**src/rtl/frame_flusher_pkg.sv**
```systemverilog
// rtl/frame_flusher_pkg.sv - shared screen geometry, colour width and flusher state encoding
package frame_flusher_pkg;

    localparam int SCREEN_W = 160;
    localparam int SCREEN_H = 120;
    localparam int COLOUR_W = 6;
    localparam logic [COLOUR_W-1:0] BG_COLOUR = 6'h00;

    typedef enum logic [1:0] {
        ST_IDLE  = 2'd0,
        ST_SCAN  = 2'd1,
        ST_DRAIN = 2'd2
    } state_t;

endpackage

```
**src/rtl/frame_flusher_raster_counter.sv**
```systemverilog
// rtl/frame_flusher_raster_counter.sv - x/y raster counter with enable, clear and last-pixel flag
module raster_counter #(
    parameter int SCREEN_W = 160,
    parameter int SCREEN_H = 120
) (
    input  logic       clk,
    input  logic       resetn,
    input  logic       clr,
    input  logic       en,
    output logic [7:0] x,
    output logic [7:0] y,
    output logic       last
);

    localparam logic [7:0] X_LAST = 8'(SCREEN_W - 1);
    localparam logic [7:0] Y_LAST = 8'(SCREEN_H - 1);

    logic x_last;

    assign x_last = (x == X_LAST);
    assign last   = x_last && (y == Y_LAST);

    always_ff @(posedge clk or negedge resetn) begin
        if (!resetn) begin
            x <= 8'd0;
            y <= 8'd0;
        end else if (clr) begin
            x <= 8'd0;
            y <= 8'd0;
        end else if (en) begin
            if (x_last) begin
                x <= 8'd0;
                y <= y + 8'd1;
            end else begin
                x <= x + 8'd1;
            end
        end
    end

endmodule

```
**src/rtl/frame_flusher.sv**
```systemverilog
// rtl/frame_flusher.sv - sweeps one frame of coordinates through the decoders into vga_adapter writes
module frame_flusher #(
    parameter int SCREEN_W = frame_flusher_pkg::SCREEN_W,
    parameter int SCREEN_H = frame_flusher_pkg::SCREEN_H,
    parameter logic [frame_flusher_pkg::COLOUR_W-1:0] BG_COLOUR = frame_flusher_pkg::BG_COLOUR
) (
    input  logic                                   clk,
    input  logic                                   resetn,
    input  logic                                   start,
    input  logic                                   pause,
    output logic [7:0]                             flush_x,
    output logic [7:0]                             flush_y,
    input  logic [frame_flusher_pkg::COLOUR_W-1:0] pix_colour,
    input  logic                                   pix_enable,
    output logic [7:0]                             vga_x,
    output logic [7:0]                             vga_y,
    output logic [frame_flusher_pkg::COLOUR_W-1:0] vga_colour,
    output logic                                   vga_plot,
    output logic                                   busy,
    output logic                                   done
);

    import frame_flusher_pkg::*;

    state_t state, state_nxt;
    logic   last;
    logic   capture;
    logic   scan_en;
    logic   cnt_clr;

    // A paused cycle neither captures nor advances, so the held pixel is written once on resume.
    assign capture = (state == ST_SCAN) && !pause;
    assign scan_en = capture && !last;
    assign cnt_clr = (state != ST_SCAN);
    assign busy    = (state != ST_IDLE);

    raster_counter #(
        .SCREEN_W (SCREEN_W),
        .SCREEN_H (SCREEN_H)
    ) u_raster_counter (
        .clk    (clk),
        .resetn (resetn),
        .clr    (cnt_clr),
        .en     (scan_en),
        .x      (flush_x),
        .y      (flush_y),
        .last   (last)
    );

    always_ff @(posedge clk or negedge resetn) begin
        if (!resetn) begin
            state <= ST_IDLE;
        end else begin
            state <= state_nxt;
        end
    end

    always_comb begin
        state_nxt = state;
        case (state)
            ST_IDLE:  if (start) state_nxt = ST_SCAN;
            ST_SCAN:  if (capture && last) state_nxt = ST_DRAIN;
            ST_DRAIN: state_nxt = ST_IDLE;
            default:  state_nxt = ST_IDLE;
        endcase
    end

    always_ff @(posedge clk or negedge resetn) begin
        if (!resetn) begin
            vga_x      <= 8'd0;
            vga_y      <= 8'd0;
            vga_colour <= '0;
            vga_plot   <= 1'b0;
            done       <= 1'b0;
        end else begin
            vga_plot <= capture;
            done     <= (state == ST_DRAIN);
            if (capture) begin
                vga_x      <= flush_x;
                vga_y      <= flush_y;
                vga_colour <= pix_enable ? pix_colour : BG_COLOUR;
            end
        end
    end

endmodule

```
**config.mk**
```make
export PLATFORM = sky130hd
export DESIGN_NAME = frame_flusher
export DESIGN_NICKNAME = d
export VERILOG_FILES = /design/src/rtl/frame_flusher_pkg.sv /design/src/rtl/frame_flusher_raster_counter.sv /design/src/rtl/frame_flusher.sv
export SDC_FILE = /design/constraint.sdc
export NUM_CORES = 1
export LEC_CHECK = 0
export ABC_AREA = 1
export CAP_MARGIN = 10
export CORE_MARGIN = 2
export CORE_UTILIZATION = 49
export DETAILED_ROUTE_END_ITERATION = 10
export PLACE_DENSITY = 0.9
export SLEW_MARGIN = 20
export SYNTH_ARGS = -nofsm -noshare
export SYNTH_HDL_FRONTEND = slang
export SYNTH_HIERARCHICAL = 1
export SYNTH_SLANG_ARGS = --single-unit
```
**constraint.sdc**
```tcl
create_clock -name clk -period 2.1 [get_ports clk]
set_input_delay 0.315 -clock clk [delete_from_list [all_inputs] [get_ports clk]]
set_output_delay 0.315 -clock clk [all_outputs]
set_load 0.02 [all_outputs]
```
# ---- After elaboration in Yosys (flattened, before gate mapping)
# Index checks and enable logic that the tools add are counted.
dict set report op_classes {
  eq_ne 7
  bitwise 0
  shifts 0
  n_lt_le_gt_ge 0
  multipliers 0
  muxes 10
  div_mod_pow 0
  addsub 2
  reduce_logical 12
}
# cell n
set op_table {}
lappend op_table {{$mux 8} 6}
lappend op_table {{$add 8x1->8 const B} 2}
lappend op_table {{$eq 8x7->1 const B} 1}
lappend op_table {{$eq 8x8->1 const B} 1}
lappend op_table {{$mux 6} 1}
lappend op_table {{$reduce_bool 2->1} 3}
lappend op_table {{$logic_and 1x1->1} 4}
lappend op_table {{$mux 2} 2}
lappend op_table {{$ne 2x1->1 const B} 2}
lappend op_table {{$pmux 2 s2} 1}
lappend op_table {{$reduce_and 2->1} 2}
lappend op_table {{$eq 2x1->1 const B} 1}
lappend op_table {{$eq 2x2->1 const B} 1}
lappend op_table {{$logic_not 1->1} 2}
lappend op_table {{$logic_not 2->1} 1}
lappend op_table {{$ne 2x2->1 const B} 1}
dict set report totals {
  elab_cells 39
  input_bits 11
  ramBits 0
  latchBits 0
  memories 0
  register_bits 42
  rom_bits 0
  out_inout_bits 41
}

# ---- Longest topological paths before layout
dict set report depth {
  word_depth 6
  ltp_mapped 12
  ltp_nobuf 12
}

# ---- Hierarchy
# The synthesis kept the hierarchy.
# mod cells_each seq_area_each_um2 area_per_inst_um2 n_inst
set modules_own_cells {}
lappend modules_own_cells {frame_flusher 127 650.6 1112.3 1}
lappend modules_own_cells {raster_counter 134 400.4 972.2 1}

# ---- Worst setup path after synthesis
# No wires, ideal clock.
dict set report synth_path {
  kind {reg-to-reg}
  startpoint {register u_raster_counter.x[0]}
  endpoint {register u_raster_counter.x[2]}
  t_arrival_ns 1.874
  stages_incl_launch_ff 12
  path_buffers 0
  required_time_ns 1.980
  setup_time_ns 0.120
  path_slack_ns 0.106
  synth_period_minus_slack_ns 1.994
  path_cell_list {dfrtp_1 -> ha_1 -> nand3_2 -> inv_2 -> nand2_2 -> nor3_1 -> nor2_1 -> inv_1 -> nand2_4 -> nand2_1 -> xnor2_1 -> and2_2}
}
dict set report synth_via {
  elab_chain_len 5
  elab_cells_between_ends 9
  cone_classes {1 x add/sub; 1 x eq/ne; 3 x mux; 4 x reduce/logical}
}
# element line
set synth_lines {}
lappend synth_lines {{start: declaration} frame_flusher_raster_counter.sv:10} ;# output logic [7:0] x,
lappend synth_lines {{start signal: assignment} frame_flusher_raster_counter.sv:35} ;# x <= x + 8'd1;
lappend synth_lines {{$eq 8x8->1} frame_flusher_raster_counter.sv:20} ;# assign x_last = (x == X_LAST);
lappend synth_lines {{$logic_and 1x1->1} frame_flusher_raster_counter.sv:21} ;# assign last = x_last && (y == Y_LAST);
lappend synth_lines {{named net last} frame_flusher.sv:26} ;# logic last;
lappend synth_lines {{$logic_not 1->1} frame_flusher.sv:33} ;# assign scan_en = capture && !last;
lappend synth_lines {{$logic_and 1x1->1} frame_flusher.sv:33}
lappend synth_lines {{named net scan_en} frame_flusher.sv:28} ;# logic scan_en;
lappend synth_lines {{$reduce_bool 2->1 (no source line)} --}
# The timed path passes the listed nets, and every way through them passes these cells. The select of a mux whose other input is x is not followed.
# A chain may end at the register's enable or synchronous reset.

# ---- Worst setup path after layout
# Ends and elaborated chain as after synthesis.

==> impl_metrics.ini <==
[final_layout]
drive_above_1_share_pct = 12.8
fin_nets = 340
antenna_cells = 0
layout_common_cells = nand2_1 (97), clkdlybuf4s50_1 (50), dfrtp_1 (42)
final_common_cell = nand2_1
syn_to_final_growth_pct = 37.5
final_area_sq_um = 2870

[cts]
numCtsBuffers = 5
clk_latency_ns = 0.30
cts.clk_slew.worst_paths_ns = 0.08
post_cts_buffers = 0
cts.sinks = 42
tritoncts = built
cts_buffer_depth = 2
clock-root-buffer = clkbuf_8
cts_max_level = 2

[die]
start_util_pct = 51.4
pin_count = 52
fp.dieH_um = 69.2
core-area_sq_um = 4060
fp.dieW_um = 69.2
dieArea_sq_um = 4790
row_count = 23

[detailed_routing]
antenna_left = 0
num_vias = 1975
drt_iter0_drc = 175
viasPerCell = 5.22
drtPass1Iterations = 4
wl_per_cell_um = 13.7
finalWirelength_mm = 5.19
drc = 0

[placement]
place_ws_ns = 0.171
port_buffers = 51
post-dp-hpwl_mm = 3.68
place_congestion = 0.884
dpl_cell_area_sq_um = 2710

[global_routing]
grt.total_usage_pct = 23.1
grt_pass1_wl_mm = 8.99
grt_pass1_vias = 1874
grt_max_degree = 25
antenna_found_initial = 0
overflow = 0

[sta]
hold_viol_final = 0
skew_ns = 0.00528
timing.final.crit_share_pct = 91.9
finalSetupTns_ns = 0
finalSetupViolations = 0
tightest_slew_ns = 0.367
hold_ws_ns = 0.435
setup_slack_ns = 0.170
fmax_ghz = 0.518
worst_slew_margin_rel_pct = 75.4
slew_violations = 0
rsz0062_at_grt = no
fin_crit_ns = 1.93

[synthesis]
synth-xor-area-share_pct = 0.840
synth-adder-area-share_pct = 1.20
ys.warnings.count = 6
syn_nets = 274
synth.area.mux_share_pct = 0
synth_top_area_cell = dfrtp_1
synth_top_family_by_area = simple AND/OR/NAND/NOR gates
synthSimpleGateAreaFrac_pct = 37.5
syn-cell-area_sq_um = 2080
netlist.area_leader.share_pct = 50.4
netlist_instances = 261
ys_seq_area_share_pct = 50.4
synth_compound_area_share_pct = 2.40
syn_avg_cell_area_sq_um = 7.99
yosysUniqueCellTypes = 23
synth_seq_cells = 42
synthTopCellsByArea = dfrtp_1 (50%), nand2_1 (17%), nand4_1 (6.3%)

[power]
p_leak_nw = 1.46
power_w = 0.00245
powerDensity_nw_per_um2 = 856
max-vdd-ir-drop_v = 0.000722

[setup_path]
cp-start-kind = flop
critPathCaptureType = flop
crit_fanout = 7
crit_required_ns = 2.29
rr_worst_depth = 11
critPathKind = flop to flop
arrival_ns = 2.12

[run]
maxCapViolCount = 0

[min_path]
min_path_type = input port to async pin

[status]
outcome = completed
==> logic make-up (layout without fill, tap and decap cells) <==
kind of cell | after synthesis | after routing
flops | 42 | 42
compound gates | 10 | 10
simple gates | 170 | 170
fa+ha+maj | 2 | 2
buf+inv | 35 | 102
xor+xnor | 2 | 2
==> path summary, 6_finish.rpt <==
kind | start | endpoint | slack, ns
worst min register to register | vga_y[3]$_DFFE_PN0P_ | vga_y[3]$_DFFE_PN0P_ | 0.48
max in group asynchronous | resetn | state[1]$_DFFE_PN0P_ | 1.15
worst max-delay path | u_raster_counter/x[0]$_DFFE_PN0P_ | u_raster_counter/x[2]$_DFFE_PN0P_ | 0.17
worst min-delay path | resetn | vga_colour[2]$_DFFE_PN0P_ | 0.43
min in group clk | vga_y[3]$_DFFE_PN0P_ | vga_y[3]$_DFFE_PN0P_ | 0.48
worst max register to register | u_raster_counter/x[0]$_DFFE_PN0P_ | u_raster_counter/x[2]$_DFFE_PN0P_ | 0.17
==> area by class of cell <==
cell class | instances | area (sq um)
clock buffers | 5 | 68.8
clock inverters | 3 | 68.8
fillers | 310 | 1190
inverters | 27 | 101
multi-input cells | 184 | 885
flip-flops and latches | 42 | 1050
well taps | 50 | 62.6
repair buffers | 67 | 628
==> critical path: stages (launching register included) <==
cell	delay [ns]
dfrtp_1	0.39
ha_1	0.23
nand3_2	0.12
inv_2	0.06
nand2_2	0.11
nor3_2	0.07
nor2_2	0.20
inv_1	0.13
nand2_4	0.13
nand2_1	0.08
xnor2_1	0.12
and2_2	0.18
==> flip-flops by register name, summed over array words and instances, names as in the netlist <==
register            cells
u_raster_counter/x      8
u_raster_counter/y      8
vga_x                   8
vga_y                   8
vga_colour              6
state                   2
done                    1
vga_plot                1
==> what timing repair did <==
action,4_1_cts,5_1_grt
setup endpoints to repair,0,4
hold buffers,1,0
endpoints found under the hold margin,13,0
resized for setup,0,3
==> synth_stat cells <==
| master | number |
|---|---|
| nor3_1 | 4 |
| ha_1 | 2 |
| nand2_2 | 6 |
| dfrtp_1 | 42 |
| nand3_4 | 1 |
| nor3b_1 | 1 |
| xor2_1 | 1 |
| nand4_1 | 21 |
| and2_2 | 1 |
| buf_2 | 4 |
| nand3_2 | 1 |
| nand2_4 | 3 |
| a21oi_1 | 4 |
| inv_2 | 2 |
| nor2_2 | 1 |
| nand3_1 | 15 |
| xnor2_1 | 1 |
| nand2_1 | 97 |
| inv_1 | 25 |
| nor2_1 | 19 |
| o21ai_0 | 6 |
| buf_4 | 2 |
| buf_6 | 2 |
==> metrics by stage <==
step | cells | util [%]
after floorplan | 261 | -
after global placement | 369 | 66.7
after detailed placement | 369 | 66.7
after CTS | 378 | 70.4
after global routing | 378 | 70.6
final | 378 | 70.6
==> per-layer routing <==
layer  vias up  part of all wire [%]  GRT usage, %
li1        968                     -             -
met1       909                    44          32.1
met2        90                    47          36.5
met3         8                   7.7          5.81
met4         0                  0.98          5.88
met5         -                     0             0
==> where the power goes <==
group	switching [W]	internal (W)
clock network	0.000288	0.000476
logic	0.000403	0.000324
registers	0.0000599	0.000902
Note: power is estimated with default switching activity, not from simulation.
